**src/rtl/multicycle_ctrl_fsm.sv**
```systemverilog
`default_nettype none
// ============================================================================
//  Module   : multicycle_ctrl_fsm
//  Purpose  : Moore control FSM sequencing a multi-cycle CPU datapath with a
//             unified req/ready memory port. Optional macro:
//             MCTRL_MEM_TIMEOUT_EN (memory wait timeout -> HALT + bus_error)
//  Revision : 1.0  initial release
// ============================================================================
module multicycle_ctrl_fsm #(
    parameter int MEM_TIMEOUT = 255,
    parameter int CNT_WIDTH   = 32
) (
    input  logic                 clk,
    input  logic                 reset,
    input  logic [5:0]           opcode,
    input  logic [5:0]           funct,
    input  logic                 mem_ready,
    output logic                 mem_read,
    output logic                 mem_write,
    output logic                 i_or_d,
    output logic                 ir_write,
    output logic                 pc_write,
    output logic                 pc_write_cond,
    output logic [1:0]           pc_source,
    output logic                 alu_src_a,
    output logic [1:0]           alu_src_b,
    output logic [1:0]           alu_op,
    output logic                 reg_write,
    output logic [1:0]           reg_dst,
    output logic [1:0]           mem_to_reg,
    output logic                 halted,
    output logic                 bus_error,
    output logic [CNT_WIDTH-1:0] instr_count,
    output logic [3:0]           state_dbg
);

    localparam logic [3:0] c_IDLE     = 4'd0;
    localparam logic [3:0] c_FETCH    = 4'd1;
    localparam logic [3:0] c_DECODE   = 4'd2;
    localparam logic [3:0] c_MEM_ADDR = 4'd3;
    localparam logic [3:0] c_MEM_RD   = 4'd4;
    localparam logic [3:0] c_MEM_WB   = 4'd5;
    localparam logic [3:0] c_MEM_WR   = 4'd6;
    localparam logic [3:0] c_R_EXEC   = 4'd7;
    localparam logic [3:0] c_R_WB     = 4'd8;
    localparam logic [3:0] c_BRANCH   = 4'd9;
    localparam logic [3:0] c_JUMP     = 4'd10;
    localparam logic [3:0] c_JAL      = 4'd11;
    localparam logic [3:0] c_JR       = 4'd12;
    localparam logic [3:0] c_IMM_EXEC = 4'd13;
    localparam logic [3:0] c_IMM_WB   = 4'd14;
    localparam logic [3:0] c_HALT     = 4'd15;

    localparam logic [5:0] c_OP_RTYPE  = 6'h00;
    localparam logic [5:0] c_OP_J      = 6'h02;
    localparam logic [5:0] c_OP_JAL    = 6'h03;
    localparam logic [5:0] c_OP_BEQ    = 6'h04;
    localparam logic [5:0] c_OP_ADDI   = 6'h08;
    localparam logic [5:0] c_OP_ADDIU  = 6'h09;
    localparam logic [5:0] c_OP_ORI    = 6'h0D;
    localparam logic [5:0] c_OP_LUI    = 6'h0F;
    localparam logic [5:0] c_OP_LW     = 6'h23;
    localparam logic [5:0] c_OP_SW     = 6'h2B;
    localparam logic [5:0] c_FN_JR     = 6'b001000;
    localparam logic [5:0] c_FN_SYSCALL = 6'b001100;

    logic [3:0]           r_state;
    logic [3:0]           w_next;
    logic                 w_retire;
    logic                 w_timeout;
    logic [CNT_WIDTH-1:0] r_count;

    always_comb begin
        w_next   = r_state;
        w_retire = 1'b0;
        case (r_state)
            c_IDLE:   w_next = c_FETCH;
            c_FETCH:  if (mem_ready) w_next = c_DECODE;
            c_DECODE: begin
                case (opcode)
                    c_OP_LW, c_OP_SW: w_next = c_MEM_ADDR;
                    c_OP_RTYPE: begin
                        if (funct == c_FN_JR)
                            w_next = c_JR;
                        else if (funct == c_FN_SYSCALL)
                            w_next = c_HALT;
                        else
                            w_next = c_R_EXEC;
                    end
                    c_OP_BEQ: w_next = c_BRANCH;
                    c_OP_J:   w_next = c_JUMP;
                    c_OP_JAL: w_next = c_JAL;
                    c_OP_LUI, c_OP_ORI, c_OP_ADDI, c_OP_ADDIU: w_next = c_IMM_EXEC;
                    default:  w_next = c_HALT;
                endcase
            end
            c_MEM_ADDR: w_next = (opcode == c_OP_LW) ? c_MEM_RD : c_MEM_WR;
            c_MEM_RD:   if (mem_ready) w_next = c_MEM_WB;
            c_MEM_WR: begin
                if (mem_ready) begin
                    w_next   = c_FETCH;
                    w_retire = 1'b1;
                end
            end
            c_R_EXEC:   w_next = c_R_WB;
            c_IMM_EXEC: w_next = c_IMM_WB;
            c_MEM_WB, c_R_WB, c_BRANCH, c_JUMP, c_JAL, c_JR, c_IMM_WB: begin
                w_next   = c_FETCH;
                w_retire = 1'b1;
            end
            c_HALT:  w_next = c_HALT;
            default: w_next = c_IDLE;
        endcase
        // A timeout can only fire in a wait cycle, where no retire is pending.
        if (w_timeout)
            w_next = c_HALT;
    end

    always_ff @(posedge clk) begin
        if (reset) begin
            r_state <= c_IDLE;
            r_count <= '0;
        end else begin
            r_state <= w_next;
            if (w_retire)
                r_count <= r_count + CNT_WIDTH'(1);
        end
    end

`ifdef MCTRL_MEM_TIMEOUT_EN
    localparam int c_WAIT_W = $clog2(MEM_TIMEOUT + 1);

    logic [c_WAIT_W-1:0] r_wait;
    logic                r_bus_error;
    logic                w_wait_state;

    assign w_wait_state = (r_state == c_FETCH) || (r_state == c_MEM_RD) ||
                          (r_state == c_MEM_WR);
    assign w_timeout    = w_wait_state && !mem_ready &&
                          (r_wait == c_WAIT_W'(MEM_TIMEOUT - 1));

    // Counter restarts whenever a handshake completes or we are not waiting.
    always_ff @(posedge clk) begin
        if (reset || !w_wait_state || mem_ready)
            r_wait <= '0;
        else
            r_wait <= r_wait + c_WAIT_W'(1);
    end

    always_ff @(posedge clk) begin
        if (reset)
            r_bus_error <= 1'b0;
        else if (w_timeout)
            r_bus_error <= 1'b1;
    end

    assign bus_error = r_bus_error;
`else
    assign w_timeout = 1'b0;
    // Constant low; the comparison only keeps MEM_TIMEOUT referenced here.
    assign bus_error = (MEM_TIMEOUT < 0) ? 1'b1 : 1'b0;
`endif

    always_comb begin
        mem_read      = 1'b0;
        mem_write     = 1'b0;
        i_or_d        = 1'b0;
        ir_write      = 1'b0;
        pc_write      = 1'b0;
        pc_write_cond = 1'b0;
        pc_source     = 2'b00;
        alu_src_a     = 1'b0;
        alu_src_b     = 2'b00;
        alu_op        = 2'b00;
        reg_write     = 1'b0;
        reg_dst       = 2'b00;
        mem_to_reg    = 2'b00;
        case (r_state)
            c_FETCH: begin
                mem_read  = 1'b1;
                alu_src_b = 2'b01;
                ir_write  = mem_ready;
                pc_write  = mem_ready;
            end
            c_DECODE:   alu_src_b = 2'b11;
            c_MEM_ADDR: begin
                alu_src_a = 1'b1;
                alu_src_b = 2'b10;
            end
            c_MEM_RD: begin
                mem_read = 1'b1;
                i_or_d   = 1'b1;
            end
            c_MEM_WB: begin
                reg_write  = 1'b1;
                mem_to_reg = 2'b01;
            end
            c_MEM_WR: begin
                mem_write = 1'b1;
                i_or_d    = 1'b1;
            end
            c_R_EXEC: begin
                alu_src_a = 1'b1;
                alu_op    = 2'b10;
            end
            c_R_WB: begin
                reg_write = 1'b1;
                reg_dst   = 2'b01;
            end
            c_BRANCH: begin
                alu_src_a     = 1'b1;
                alu_op        = 2'b01;
                pc_write_cond = 1'b1;
                pc_source     = 2'b01;
            end
            c_JUMP: begin
                pc_write  = 1'b1;
                pc_source = 2'b10;
            end
            c_JAL: begin
                pc_write   = 1'b1;
                pc_source  = 2'b10;
                reg_write  = 1'b1;
                reg_dst    = 2'b10;
                mem_to_reg = 2'b10;
            end
            c_JR: begin
                pc_write  = 1'b1;
                pc_source = 2'b11;
            end
            c_IMM_EXEC: begin
                alu_src_a = 1'b1;
                alu_src_b = 2'b10;
                alu_op    = ((opcode == c_OP_LUI) || (opcode == c_OP_ORI)) ? 2'b11 : 2'b00;
            end
            c_IMM_WB: reg_write = 1'b1;
            default: ;
        endcase
    end

    assign halted      = (r_state == c_HALT);
    assign instr_count = r_count;
    assign state_dbg   = r_state;

endmodule
`default_nettype wire

```
**config.mk**
```make
export PLATFORM = sky130hd
export DESIGN_NAME = multicycle_ctrl_fsm
export DESIGN_NICKNAME = d
export VERILOG_FILES = /design/src/rtl/multicycle_ctrl_fsm.sv
export SDC_FILE = /design/constraint.sdc
export NUM_CORES = 1
export LEC_CHECK = 0
export CORE_ASPECT_RATIO = 1.25
export CORE_MARGIN = 2
export CORE_UTILIZATION = 35
export CTS_BUF_LIST = sky130_fd_sc_hd__clkbuf_2
export DETAILED_ROUTE_END_ITERATION = 12
export PLACE_DENSITY_LB_ADDON = 0.05
export SLEW_MARGIN = 20
export SYNTH_ARGS = -nofsm -noshare
export SYNTH_HDL_FRONTEND = slang
export SYNTH_SLANG_ARGS = --single-unit
```
**constraint.sdc**
```tcl
create_clock -name clk -period 3.4 [get_ports clk]
set_input_delay 0.68 -clock clk [delete_from_list [all_inputs] [get_ports clk]]
set_output_delay 0.68 -clock clk [all_outputs]
set_load 0.005 [all_outputs]
```
==> impl.org <==
** Cells and area
- Antenna diodes :: 0
- Compared with the post-synthesis result, the final layout area differs by 34.32%.
- After filler insertion, the fill cell instance count of the layout stands at 712.
- For this run, the post-layout net count is 363.
- The multi-input combinational cells in the finished layout cover a total of about 1500 um^2.
- Fraction of layout cells with a size suffix above 1 :: 11.21%
- Leaving out filler cells and counting taps, the final layout contains roughly 440.
- Post-layout utilization of the core :: 48.12%
- Sequential cell area :: 720.7 um^2

** Setup path
- Along the worst path, the maximum fanout reaches 7.
- The worst setup path is of the in2out kind.
- STA classifies the critical path endpoint as an output port.
- STA puts the critical path data required time at between 2 and 3 ns.
- Setup slack on the worst reg-to-reg path comes out at 1.14 ns.
- Data arrives at the worst endpoint at 2.43 ns.
- Launching element type of the critical path :: input pin

** Pwr
- The analysis attributes to net switching a power of 0.4408 mW.
- Of the total power, combinational logic draws 40.5%.
- The clock network is responsible for 16.4% of the overall power.
- Net switching is 36.45% of the power.
- Dividing total power by cell area gives a power density of 387.7 nW/um^2.
- IR analysis of the VDD net gives a maximum drop of 0.2188 mV.
- Int Pwr :: between 0.7 and 0.8 mW
- Registers are responsible for a little over two fifths of the overall power.
- Summed over all cells, the static leakage comes to around 1 nW.

** Die
- The initial utilization of the core area, before any placement, comes to 35.82%.
- Vert. Die Dim :: about 95 um
- After floorplanning, the core was divided into 33 placement rows.
- The die is 76.86 um wide.
- # IOs :: 71
- The die covers 7307 um^2.
- The total area inside the core boundary comes to 6482 um^2.

** Clocking
- Clock-pin slew was measured on the worst setup and hold paths at 0.16 ns.
- CTS tree :: built
- Number of levels the H-tree was split into :: 2
- Quantity of hold-fixing buffers added after cts :: 0
- Number of clock buffers inserted by TritonCTS :: 5
- Number of sinks on the clock net :: 36
- Once the clock tree was built, the resizer swapped 0 gates to a different size.
- Max Root-Sink Buffers :: 2
- The clock reaches the later pin of the worst-skew pair after about 0.39 ns.
- The tree is rooted in a sky130_fd_sc_hd__clkbuf_2.
- Buffers added to address setup during post-CTS repair amount to 0.

** Yosys
- Async set or reset register ratio after synthesis :: 0%
- Post-synth net total :: 299
- The Yosys step of the flow raised 0 warnings.
- Total of flip-flops plus latches after synthesis :: 36
- For this run, the leading register cell type out of synthesis is sky130_fd_sc_hd__dfxtp_1.
- Counting flops with a built-in enable in the synthesized netlist gives 0.
- Average instance area after synthesis :: 8.206 um^2
- Sequential area share after synthesis :: between 30 and 40%
- The number of different library cells used by synthesis comes to 54.
- Area of the mapped netlist :: 2322 um^2
- Number of instances in the synthesized netlist :: 283

** Placement
- After detailed placement, the design holds a cell count of 427.
- Total of buffers placed on input and output ports :: 69
- The wire-length estimate of the detail-placed layout is 4.285 mm.
- RD Place Congestion :: 0.7671

** Routing
- Once detail routing completed, the nets flagged for antenna violations numbered 0.
- After detailed routing, the total wire length is 5.910 mm.
- Dividing the detail-routed wire length by the instance count gives between 10 and 15 um.
- Number of vias after detailed routing :: around 2200
- In the routed design, unresolved DRC markers number 0.
- Average vias per placed instance :: 5.170
- Number of DRC violations after detailed-routing iteration 0 :: 100
- For this run, the detailed router's first-pass iteration total came to 4.

** STA
- Hold violation count in the final report :: 0
- Fraction of the cycle the final worst path needs :: 91.33%
- Unrepaired setup endpoints after global routing :: false
- For the final routed database, the setup TNS stands at 0 ns.
- Clock skew after layout :: 0.01949 ns
- For this run, the top clock speed supported by timing is 322.0 MHz.
- Worst slew margin relative to its limit :: 56.97%
- Slew @ Worst Pin :: around 0.64 ns
- Number of slew-limit violations in the final report :: 0
- Shortest clock period the worst path allows after layout :: 3.105 ns
- Setup violations remaining at the end of the flow were counted as 0.

** GRT
- Initial antenna violation count :: 0
- The total overflow left after global routing is 0.
- Global-route wire length before repair :: 9.825 mm
- Number of global-route vias before repair :: 2121
- Pin count of the biggest net entering global routing :: 26
- In the global route stage, overall resource usage came out at 16.41%.

** Outcome
- Status :: completed

** Hold path
- Path category of the worst min-delay check :: reg2reg

** Job
- The tool flagged a number of max-cap violations equal to 0.
-- kinds of logic (layout without fill, tap and decap cells) --
logic type	Yosys count	count (layout)	share of synthesized area [%]
AOI/OAI and AO/OA	40	40	11.69
xor gates and xnor gates	30	30	11.31
adders and majority gates	2	2	0.9698
buffers and inverters	26	91	5.872
DFF	36	36	31.03
muxes	3	3	1.293
other	1	1	0.1615
and+or+nand+nor	145	145	37.66
-- power groups by stage --
stage / Combinational [mW] / Clock, mW / Sequential, mW
6_report: 0.490 / 0.199 / 0.520
5_1_grt: 0.540 / 0.223 / 0.531
4_1_cts: 0.495 / 0.210 / 0.521
3_5_place_dp: 0.490 / 0 / 0.529
3_3_place_gp: 0.493 / 0 / 0.530
2_1_floorplan: 0.308 / 0 / 0.482
-- synthesized netlist by cell type (4+ instances only) --
library cell               count  area (um^2)
sky130_fd_sc_hd__nor3_1        8        40.04
sky130_fd_sc_hd__and4_1        5        43.79
sky130_fd_sc_hd__nor4_1        5        31.28
sky130_fd_sc_hd__nand3_1       7        35.03
sky130_fd_sc_hd__o21ai_0      10        50.05
sky130_fd_sc_hd__inv_1         6        22.52
sky130_fd_sc_hd__and3_1        4        25.02
sky130_fd_sc_hd__nor2b_1       4        25.02
sky130_fd_sc_hd__nand4_1       7        43.79
sky130_fd_sc_hd__buf_6         4        45.04
sky130_fd_sc_hd__nand2b_1      7        43.79
sky130_fd_sc_hd__xnor2_1      27        236.5
sky130_fd_sc_hd__dfxtp_1      36        720.7
sky130_fd_sc_hd__clkbuf_1     10        37.54
sky130_fd_sc_hd__a21oi_1      11        55.05
sky130_fd_sc_hd__and2_1        4        25.02
sky130_fd_sc_hd__nand2_1      16        60.06
sky130_fd_sc_hd__nor2_1       51        191.4
sky130_fd_sc_hd__nor4_2       10        125.1
-- cell type report --
| class | instances | share of cell area, % |
|---|---|---|
| Sequential cell | 36 | 23.10 |
| Multi-Input combinational cell | 221 | 46.97 |
| Clock inverter | 1 | 0.1203 |
| Clock buffer | 7 | 1.123 |
| Timing Repair Buffer | 77 | 24.47 |
| Inverter | 6 | 0.7220 |
| Tap cell | 87 | 3.490 |
-- critical path, stage by stage --
cell                              delay (ns)
sky130_fd_sc_hd__clkdlybuf4s50_1        0.50
sky130_fd_sc_hd__nor2_1                 0.25
sky130_fd_sc_hd__nand3_1                0.16
sky130_fd_sc_hd__o21ai_0                0.17
sky130_fd_sc_hd__and3_1                 0.17
sky130_fd_sc_hd__clkdlybuf4s50_1        0.49
-- layer usage --
layer  GRT usage (%)  vias up  part of all wire [%]  routed length (um)
met5               0        -                     0                   0
met4           6.970        0                   2.0                 119
met3           2.936       10                   5.5                 323
met2           30.12       68                    50                2956
met1           18.73     1043                    42                2511
li1                -     1128                     -                   -
-- through the flow --
step           instance area [um^2]  setup WS (ns)  total power, mW  hold WS [ns]
2_1_floorplan                  2322          1.246           0.7896        0.4829
3_3_place_gp                   3080         0.3079            1.023        0.4919
3_5_place_dp                   3080         0.3026            1.019        0.4982
4_1_cts                        3119         0.2866            1.226        0.5225
5_1_grt                        3119         0.1503            1.294        0.5713
6_report                       3119         0.2949            1.209        0.5150
-- final timing paths --
path                            cells past startpoint                            to                   startpoint
worst max register to register                      7  instr_count[30]$_SDFFE_PP0P_    state_dbg[0]$_SDFFE_PP0P_
worst min-delay path                                2   instr_count[6]$_SDFFE_PP0P_  instr_count[6]$_SDFFE_PP0P_
worst max-delay path                                6                     alu_op[1]                    opcode[5]
worst min register to register                      2   instr_count[6]$_SDFFE_PP0P_  instr_count[6]$_SDFFE_PP0P_
-- registers in the layout, indices dropped and copies added (netlist names) --
signal and count:
instr_count 32, state_dbg 4
-- cell usage in the layout, fill, tap and decap left out, types with 4 or more instances in the layout --
master,netlist,routed
sky130_fd_sc_hd__clkdlybuf4s50_1,0,69
sky130_fd_sc_hd__nor2_1,51,51
sky130_fd_sc_hd__dfxtp_1,36,36
sky130_fd_sc_hd__xnor2_1,27,27
sky130_fd_sc_hd__nand2_1,16,16
sky130_fd_sc_hd__a21oi_1,11,11
sky130_fd_sc_hd__o21ai_0,10,10
sky130_fd_sc_hd__nor4_2,10,10
sky130_fd_sc_hd__nor3_1,8,8
sky130_fd_sc_hd__nand2b_1,7,7
sky130_fd_sc_hd__nand3_1,7,7
sky130_fd_sc_hd__nand4_1,7,7
sky130_fd_sc_hd__clkbuf_2,0,7
sky130_fd_sc_hd__buf_4,2,7
sky130_fd_sc_hd__inv_1,6,6
sky130_fd_sc_hd__nor4_1,5,5
sky130_fd_sc_hd__and4_1,5,5
sky130_fd_sc_hd__and2_1,4,4
sky130_fd_sc_hd__nor2b_1,4,4
sky130_fd_sc_hd__and3_1,4,4
No activity file was read; power rests on OpenSTA's default activity.
